### src/rtl/creek_run_sequencer_if.sv
// Avalon-MM control/status link between the run sequencer (master) and the
// creek control adapter (slave): no address bus, fixed read latency of one cycle.
interface creek_run_sequencer_if;
  logic [7:0] ctrl_writedata;
  logic       ctrl_write;
  logic       ctrl_read;
  logic [7:0] ctrl_readdata;

  modport master (
    output ctrl_writedata,
    output ctrl_write,
    output ctrl_read,
    input  ctrl_readdata
  );

  modport slave (
    input  ctrl_writedata,
    input  ctrl_write,
    input  ctrl_read,
    output ctrl_readdata
  );
endinterface

### src/rtl/creek_run_sequencer.sv
// Runs one creek program: pulse reset, release pause, poll the waiting bit,
// then re-pause; reports done/timeout/abort and the run length in cycles.
module creek_run_sequencer #(
  parameter int POLL_INTERVAL = 16,
  parameter int CNT_WIDTH     = 32
) (
  input  logic                  clk,
  input  logic                  reset_n,
  input  logic                  start,
  input  logic                  abort,
  input  logic [CNT_WIDTH-1:0]  timeout_cycles,
  output logic                  busy,
  output logic                  done,
  output logic                  timed_out,
  output logic                  aborted,
  output logic [CNT_WIDTH-1:0]  cycle_count,
  creek_run_sequencer_if.master ctrl
);

  localparam int                   GAP_W    = (POLL_INTERVAL > 1) ? $clog2(POLL_INTERVAL) : 1;
  localparam logic [GAP_W-1:0]     GAP_LOAD = GAP_W'(POLL_INTERVAL - 1);
  localparam logic [GAP_W-1:0]     GAP_ONE  = GAP_W'(1);
  localparam logic [CNT_WIDTH-1:0] CNT_MAX  = '1;
  localparam logic [CNT_WIDTH-1:0] CNT_ONE  = CNT_WIDTH'(1);

  localparam logic [7:0] WR_RESET = 8'h02;
  localparam logic [7:0] WR_RUN   = 8'h01;
  localparam logic [7:0] WR_HALT  = 8'h00;

  typedef enum logic [2:0] {
    S_IDLE,
    S_RESET_WR,
    S_RUN_WR,
    S_GAP,
    S_POLL_RD,
    S_POLL_WAIT,
    S_HALT_WR,
    S_DONE
  } state_t;

  state_t               state_q, state_d;
  logic [GAP_W-1:0]     gap_q, gap_d;
  logic [CNT_WIDTH-1:0] cnt_q, cnt_d;
  logic                 timed_out_q, timed_out_d;
  logic                 aborted_q, aborted_d;
  logic                 busy_q, busy_d;
  logic                 done_q, done_d;
  logic                 write_q, write_d;
  logic                 read_q, read_d;
  logic [7:0]           wdata_q, wdata_d;

  logic                 waiting;
  logic                 limit_hit;
  logic                 counting;
  logic                 unused_readdata;

  assign waiting         = ctrl.ctrl_readdata[2];
  assign unused_readdata = ^{ctrl.ctrl_readdata[7:3], ctrl.ctrl_readdata[1:0]};
  assign limit_hit       = (timeout_cycles != '0) && (cnt_q >= timeout_cycles);

  always_comb begin
    state_d     = state_q;
    gap_d       = gap_q;
    timed_out_d = timed_out_q;
    aborted_d   = aborted_q;

    unique case (state_q)
      S_IDLE: begin
        if (start) begin
          state_d     = S_RESET_WR;
          timed_out_d = 1'b0;
          aborted_d   = 1'b0;
        end
      end
      S_RESET_WR: state_d = S_RUN_WR;
      S_RUN_WR: begin
        state_d = S_GAP;
        gap_d   = GAP_LOAD;
      end
      S_GAP: begin
        if (gap_q == '0) state_d = S_POLL_RD;
        else             gap_d   = gap_q - GAP_ONE;
      end
      S_POLL_RD: state_d = S_POLL_WAIT;
      S_POLL_WAIT: begin
        if (abort) begin
          state_d   = S_HALT_WR;
          aborted_d = 1'b1;
        end else if (waiting) begin
          state_d = S_HALT_WR;
        end else if (limit_hit) begin
          state_d     = S_HALT_WR;
          timed_out_d = 1'b1;
        end else begin
          state_d = S_GAP;
          gap_d   = GAP_LOAD;
        end
      end
      S_HALT_WR: state_d = S_DONE;
      S_DONE:    state_d = S_IDLE;
      default:   state_d = S_IDLE;
    endcase

    // Abort overrides the pre-poll states; the bus cycle already on the wire completes.
    if (abort && (state_q inside {S_RESET_WR, S_RUN_WR, S_GAP, S_POLL_RD})) begin
      state_d   = S_HALT_WR;
      aborted_d = 1'b1;
    end
  end

  // Count only edges that stay inside the polling phase, so the count freezes at HALT_WR.
  assign counting = (state_q inside {S_GAP, S_POLL_RD, S_POLL_WAIT}) && (state_d != S_HALT_WR);

  always_comb begin
    cnt_d = cnt_q;
    if (state_q == S_IDLE && start) cnt_d = '0;
    else if (counting && cnt_q != CNT_MAX) cnt_d = cnt_q + CNT_ONE;
  end

  // Outputs are decoded from the next state so they line up with the state register.
  always_comb begin
    busy_d  = (state_d != S_IDLE);
    done_d  = (state_d == S_DONE);
    read_d  = (state_d == S_POLL_RD);
    write_d = 1'b0;
    wdata_d = 8'h00;
    unique case (state_d)
      S_RESET_WR: begin write_d = 1'b1; wdata_d = WR_RESET; end
      S_RUN_WR:   begin write_d = 1'b1; wdata_d = WR_RUN;   end
      S_HALT_WR:  begin write_d = 1'b1; wdata_d = WR_HALT;  end
      default:    begin write_d = 1'b0; wdata_d = 8'h00;    end
    endcase
  end

  always_ff @(posedge clk or negedge reset_n) begin
    if (!reset_n) begin
      state_q     <= S_IDLE;
      gap_q       <= '0;
      cnt_q       <= '0;
      timed_out_q <= 1'b0;
      aborted_q   <= 1'b0;
      busy_q      <= 1'b0;
      done_q      <= 1'b0;
      write_q     <= 1'b0;
      read_q      <= 1'b0;
      wdata_q     <= 8'h00;
    end else begin
      state_q     <= state_d;
      gap_q       <= gap_d;
      cnt_q       <= cnt_d;
      timed_out_q <= timed_out_d;
      aborted_q   <= aborted_d;
      busy_q      <= busy_d;
      done_q      <= done_d;
      write_q     <= write_d;
      read_q      <= read_d;
      wdata_q     <= wdata_d;
    end
  end

  assign busy                = busy_q;
  assign done                = done_q;
  assign timed_out           = timed_out_q;
  assign aborted             = aborted_q;
  assign cycle_count         = cnt_q;
  assign ctrl.ctrl_write     = write_q;
  assign ctrl.ctrl_read      = read_q;
  assign ctrl.ctrl_writedata = wdata_q;

endmodule

### src/flat_wrapper.sv
// flat-port wrapper written by rule: the top's interface ports become plain ports
module creek_run_sequencer_flat 
#(
  parameter int POLL_INTERVAL = 16,
  parameter int CNT_WIDTH     = 32
)
  (clk, reset_n, start, abort, timeout_cycles, busy, done, timed_out, aborted, cycle_count, ctrl_ctrl_writedata, ctrl_ctrl_write, ctrl_ctrl_read, ctrl_ctrl_readdata);
  creek_run_sequencer_if ctrl_i ();
  input  logic clk;
  input  logic reset_n;
  input  logic start;
  input  logic abort;
  input  logic [CNT_WIDTH-1:0] timeout_cycles;
  output logic busy;
  output logic done;
  output logic timed_out;
  output logic aborted;
  output logic [CNT_WIDTH-1:0] cycle_count;
  output wire logic [$bits(ctrl_i.ctrl_writedata)-1:0] ctrl_ctrl_writedata;
  output wire logic [$bits(ctrl_i.ctrl_write)-1:0] ctrl_ctrl_write;
  output wire logic [$bits(ctrl_i.ctrl_read)-1:0] ctrl_ctrl_read;
  input wire logic [$bits(ctrl_i.ctrl_readdata)-1:0] ctrl_ctrl_readdata;
  assign ctrl_ctrl_writedata = ctrl_i.ctrl_writedata;
  assign ctrl_ctrl_write = ctrl_i.ctrl_write;
  assign ctrl_ctrl_read = ctrl_i.ctrl_read;
  assign ctrl_i.ctrl_readdata = ctrl_ctrl_readdata;
  creek_run_sequencer #(.POLL_INTERVAL(POLL_INTERVAL), .CNT_WIDTH(CNT_WIDTH)) u_core (.clk(clk), .reset_n(reset_n), .start(start), .abort(abort), .timeout_cycles(timeout_cycles), .busy(busy), .done(done), .timed_out(timed_out), .aborted(aborted), .cycle_count(cycle_count), .ctrl(ctrl_i));
endmodule
### config.mk
export PLATFORM = sky130hd
export DESIGN_NAME = creek_run_sequencer_flat
export DESIGN_NICKNAME = d
export VERILOG_FILES = /design/src/rtl/creek_run_sequencer_if.sv /design/src/rtl/creek_run_sequencer.sv /design/src/flat_wrapper.sv
export SDC_FILE = /design/constraint.sdc
export NUM_CORES = 1
export LEC_CHECK = 0
export ABC_CLOCK_PERIOD_IN_PS = 2900
export CELL_PAD_IN_SITES_DETAIL_PLACEMENT = 1
export CELL_PAD_IN_SITES_GLOBAL_PLACEMENT = 2
export CORE_MARGIN = 2
export CORE_UTILIZATION = 29
export DETAILED_ROUTE_END_ITERATION = 12
export PLACE_DENSITY = 0.78
export SYNTH_ARGS = -nofsm -noshare
export SYNTH_HDL_FRONTEND = slang
export SYNTH_SLANG_ARGS = --single-unit
### constraint.sdc
create_clock -name clk -period 2.9 [get_ports clk]
set_clock_uncertainty 0.05 [all_clocks]
set_input_delay 0.29 -clock clk [delete_from_list [all_inputs] [get_ports clk]]
set_output_delay 0.29 -clock clk [all_outputs]
set_load 0.02 [all_outputs]
==> run metrics <==
status=complete, but fails checks; violations in the final reports=setup timing; GR Util met2=36.26%; drt drc=0; H-tree depth=2; die width=115.6 um; Fin Setup TNS=-1254 ps; Final Hold Viols=0; PD cells=959.5 mW/mm2; GRT Max-Usage Layer=met2; WHS=52.50 ps; top cell type by total area after synthesis=dfrtp_1; CTS tree=yes; max-cap violation count=0; Port Buffers=76; Worst R2R Path Depth=12; final core occ=48.71%; GRT Resource Usage Total=20.25%; total inserted antenna cells=0; GR Util met3=2.877%; Synth Warn #=0; proportion of layout cells with a drive suffix above 1=31.72%; via count=3,933; initial antenna violation count=0; count leader, synth=dfrtp_1; #FFs+latches synth=47; Area Overhead vs Synth=62.72%; final wirelength=13,860 um; Num CTS Buffers=5; leakage power=2.549 nW; post-synth top area share=32.57%; top cells by count, synth=dfrtp_1 (47), a21oi_1 (44), inv_1 (41); Clock Path Buffers=2; Cell variety after synth=56; mean post-synth cell area=8.437 um2; max incr delay on CP=430 ps; Crit Path Max Fanout=6; top area cells in the synthesized netlist=dfrtp_1 (33%), ha_1 (12%), a21oi_1 (6.1%); final setup vio count=25; crit-path cells=ha_4 > nand4_1 > buf_4 > nor3_2 > a211oi_2 > buf_4 > a21o_1 > a2111oi_4 > buf_6 > bufbuf_16 > nor3_2 > mux2i_1; multi-input logic area=0.002646 mm2; GPL Wtd Cong=0.8442; DIE AREA=0.01336 mm2; met1 global-route usage=25.60%; post-synthesis cell area=0.003611 mm2; Slew Viols, Final=0; main flop type after synthesis=dfrtp_1; RSZ-0062 raised after global routing=true; reg2reg setup slack=-90 ps; sequential-to-total area share from yosys stat=32.57%; Die Y=115.6 um; drt pass-1 iters=4; first-pass GRT wire length=21,310 um; VDD IR-drop max=0.0004113 V; highest clock rate=334.5 MHz; I/O pin cnt=90; critical path type=reg -> reg; Layout fillers=1,389; post-synthesis cell count=428; initial core utilization=29.94%; Crit. End Element=register; crit start category=register; Critical-path top delay cell=a2111oi_4; total gr overflow=0; Nets=657; setup ws final=-89.47 ps; setup slack at placement=-543.9 ps; CTS sink cnt=47; DR vias/cell=5.258; hpwl dp=9572 um; Final ANT Viol Nets=0; Tmin final=2989 ps; largest net degree at the start of global routing=48; clk_lat worst skew=300 ps; worst path required time=3060 ps; Worst-Margin Slew=654.2 ps; final period utilization=103.1%; Root Driver=clkbuf_16; CP bufs+invs=4; wire per inst=18.53 um; Slew Limit Headroom=56.39%; Min-Delay Path Class=in -> async; worst r2r src=u_core.cycle_count[26]$_DFFE_PN0P_; DP Area=0.005009 mm2; drt initial violations=159; EDFF count, synth=0; Arrival @ worst endpoint=3150 ps; CP delay by family, top=buffers and inverters; Clock transition at path regs=70 ps; vias in the first global route=4,213; FP Rows=40; Core Area=0.01206 mm2; post-route design area=0.005876 mm2; Post-synth ARST share=100.0%; storage element area=0.001176 mm2; reg2reg end=u_core.cycle_count[4]$_DFFE_PN0P_
## cells by family (layout without fill, tap and decap cells)
logic type	Yosys count	count (layout)	synth area share [%]
muxes	6	6	1.663
and+or+nand+nor	164	164	26.02
xor gates and xnor gates	1	1	0.2426
buffers and inverters	67	214	8.523
other	1	6	0.1039
DFF	47	47	32.57
AOI/OAI and AO/OA	108	108	19.09
adders and majority gates	34	34	11.78
## layout by cell type, fill, tap and decap left out, drive strengths merged, types with 2 or more instances in the layout
cell type       n
mux2i           6
nand3          18
nand2b          5
o31a            3
o21ai          28
and3            9
ha             34
nor2b           2
o211ai          2
or3            24
clkinv          2
and4            3
a2111oi         3
inv            42
or4             6
dlymetal6s2s    2
nand2          33
a21o            5
buf            87
dfrtp          47
nand4          18
a21oi          44
o21a            4
o311ai          2
nor3           14
conb            6
dlygate4sd2    22
nor4           10
nor2           17
clkdlybuf4s50  51
a211oi          3
o31ai           3
a31o            4
clkbuf          6
## flip-flops by register name, indices dropped and copies added (netlist names)
register	flops
u_core.ctrl.ctrl_write	1
u_core.state_q	3
u_core.aborted	1
u_core.ctrl.ctrl_read	1
u_core.done	1
u_core.busy	1
u_core.ctrl.ctrl_writedata	2
u_core.gap_q	4
u_core.cycle_count	32
u_core.timed_out	1
## metrics by stage
step           cells  total power [mW]
4_1_cts          739             5.234
5_1_grt          748             6.003
2_1_floorplan    433             2.673
3_3_place_gp     722             4.123
3_5_place_dp     722             4.223
6_report         748             5.638
## metal layers
metal	part of all wire, %	wire (um)	up-vias
met5	0	0	-
met4	1.0	142	0
met3	2.7	378	9
met2	51	7098	76
met1	45	6238	1989
li1	-	-	1859
## worst max-delay path by stage
stage | from | depth (start not counted) | slack [ps] | endpoint
6_report | u_core.cycle_count[26]$_DFFE_PN0P_ | 12 | -90 | u_core.cycle_count[4]$_DFFE_PN0P_
2_1_floorplan | u_core.cycle_count[0]$_DFFE_PN0P_ | 11 | 80 | u_core.cycle_count[10]$_DFFE_PN0P_
3_5_place_dp | timeout_cycles[30] | 13 | -540 | u_core.cycle_count[25]$_DFFE_PN0P_
5_1_grt | u_core.cycle_count[26]$_DFFE_PN0P_ | 12 | -190 | u_core.cycle_count[5]$_DFFE_PN0P_
4_1_cts | u_core.cycle_count[28]$_DFFE_PN0P_ | 12 | -70 | u_core.cycle_count[26]$_DFFE_PN0P_
3_3_place_gp | timeout_cycles[30] | 13 | -500 | u_core.cycle_count[27]$_DFFE_PN0P_
## worst register-to-register path: cells and delay by family, from the launching register on
| family | cells | cell delay, ps |
|---|---|---|
| buffers and inverters | 4 | 820 |
| AO/OA/AOI/OAI | 3 | 710 |
| AND/OR/NAND/NOR | 3 | 440 |
| flip-flops | 1 | 420 |
| adder cells (fa/ha/maj) | 1 | 290 |
| multiplexers | 1 | 180 |
## power by group
group / switching, mW / internal [mW] / total, mW
Sequential: 0.275 / 0.927 / 1.20
Combinational: 1.89 / 1.84 / 3.73
Clock: 0.292 / 0.413 / 0.705
## what timing repair did
action / in CTS / in global routing
setup buffers: 7 / 10
pin swaps: 38 / 34
hold buffers: 0 / 0
gates resized for setup: 55 / 73
cloned: 3 / 1
setup endpoints to repair: 35 / 34
hold endpoints to repair: 0 / 0
## cell type report
type / instances / area share (%)
well taps: 168 / 3.578
clock inverters: 3 / 0.8092
inverters: 42 / 2.683
repair buffers: 164 / 25.75
multi-input cells: 319 / 45.04
flip-flops and latches: 47 / 20.02
clock buffers: 5 / 2.129
No activity file was read; power rests on OpenSTA's default activity.
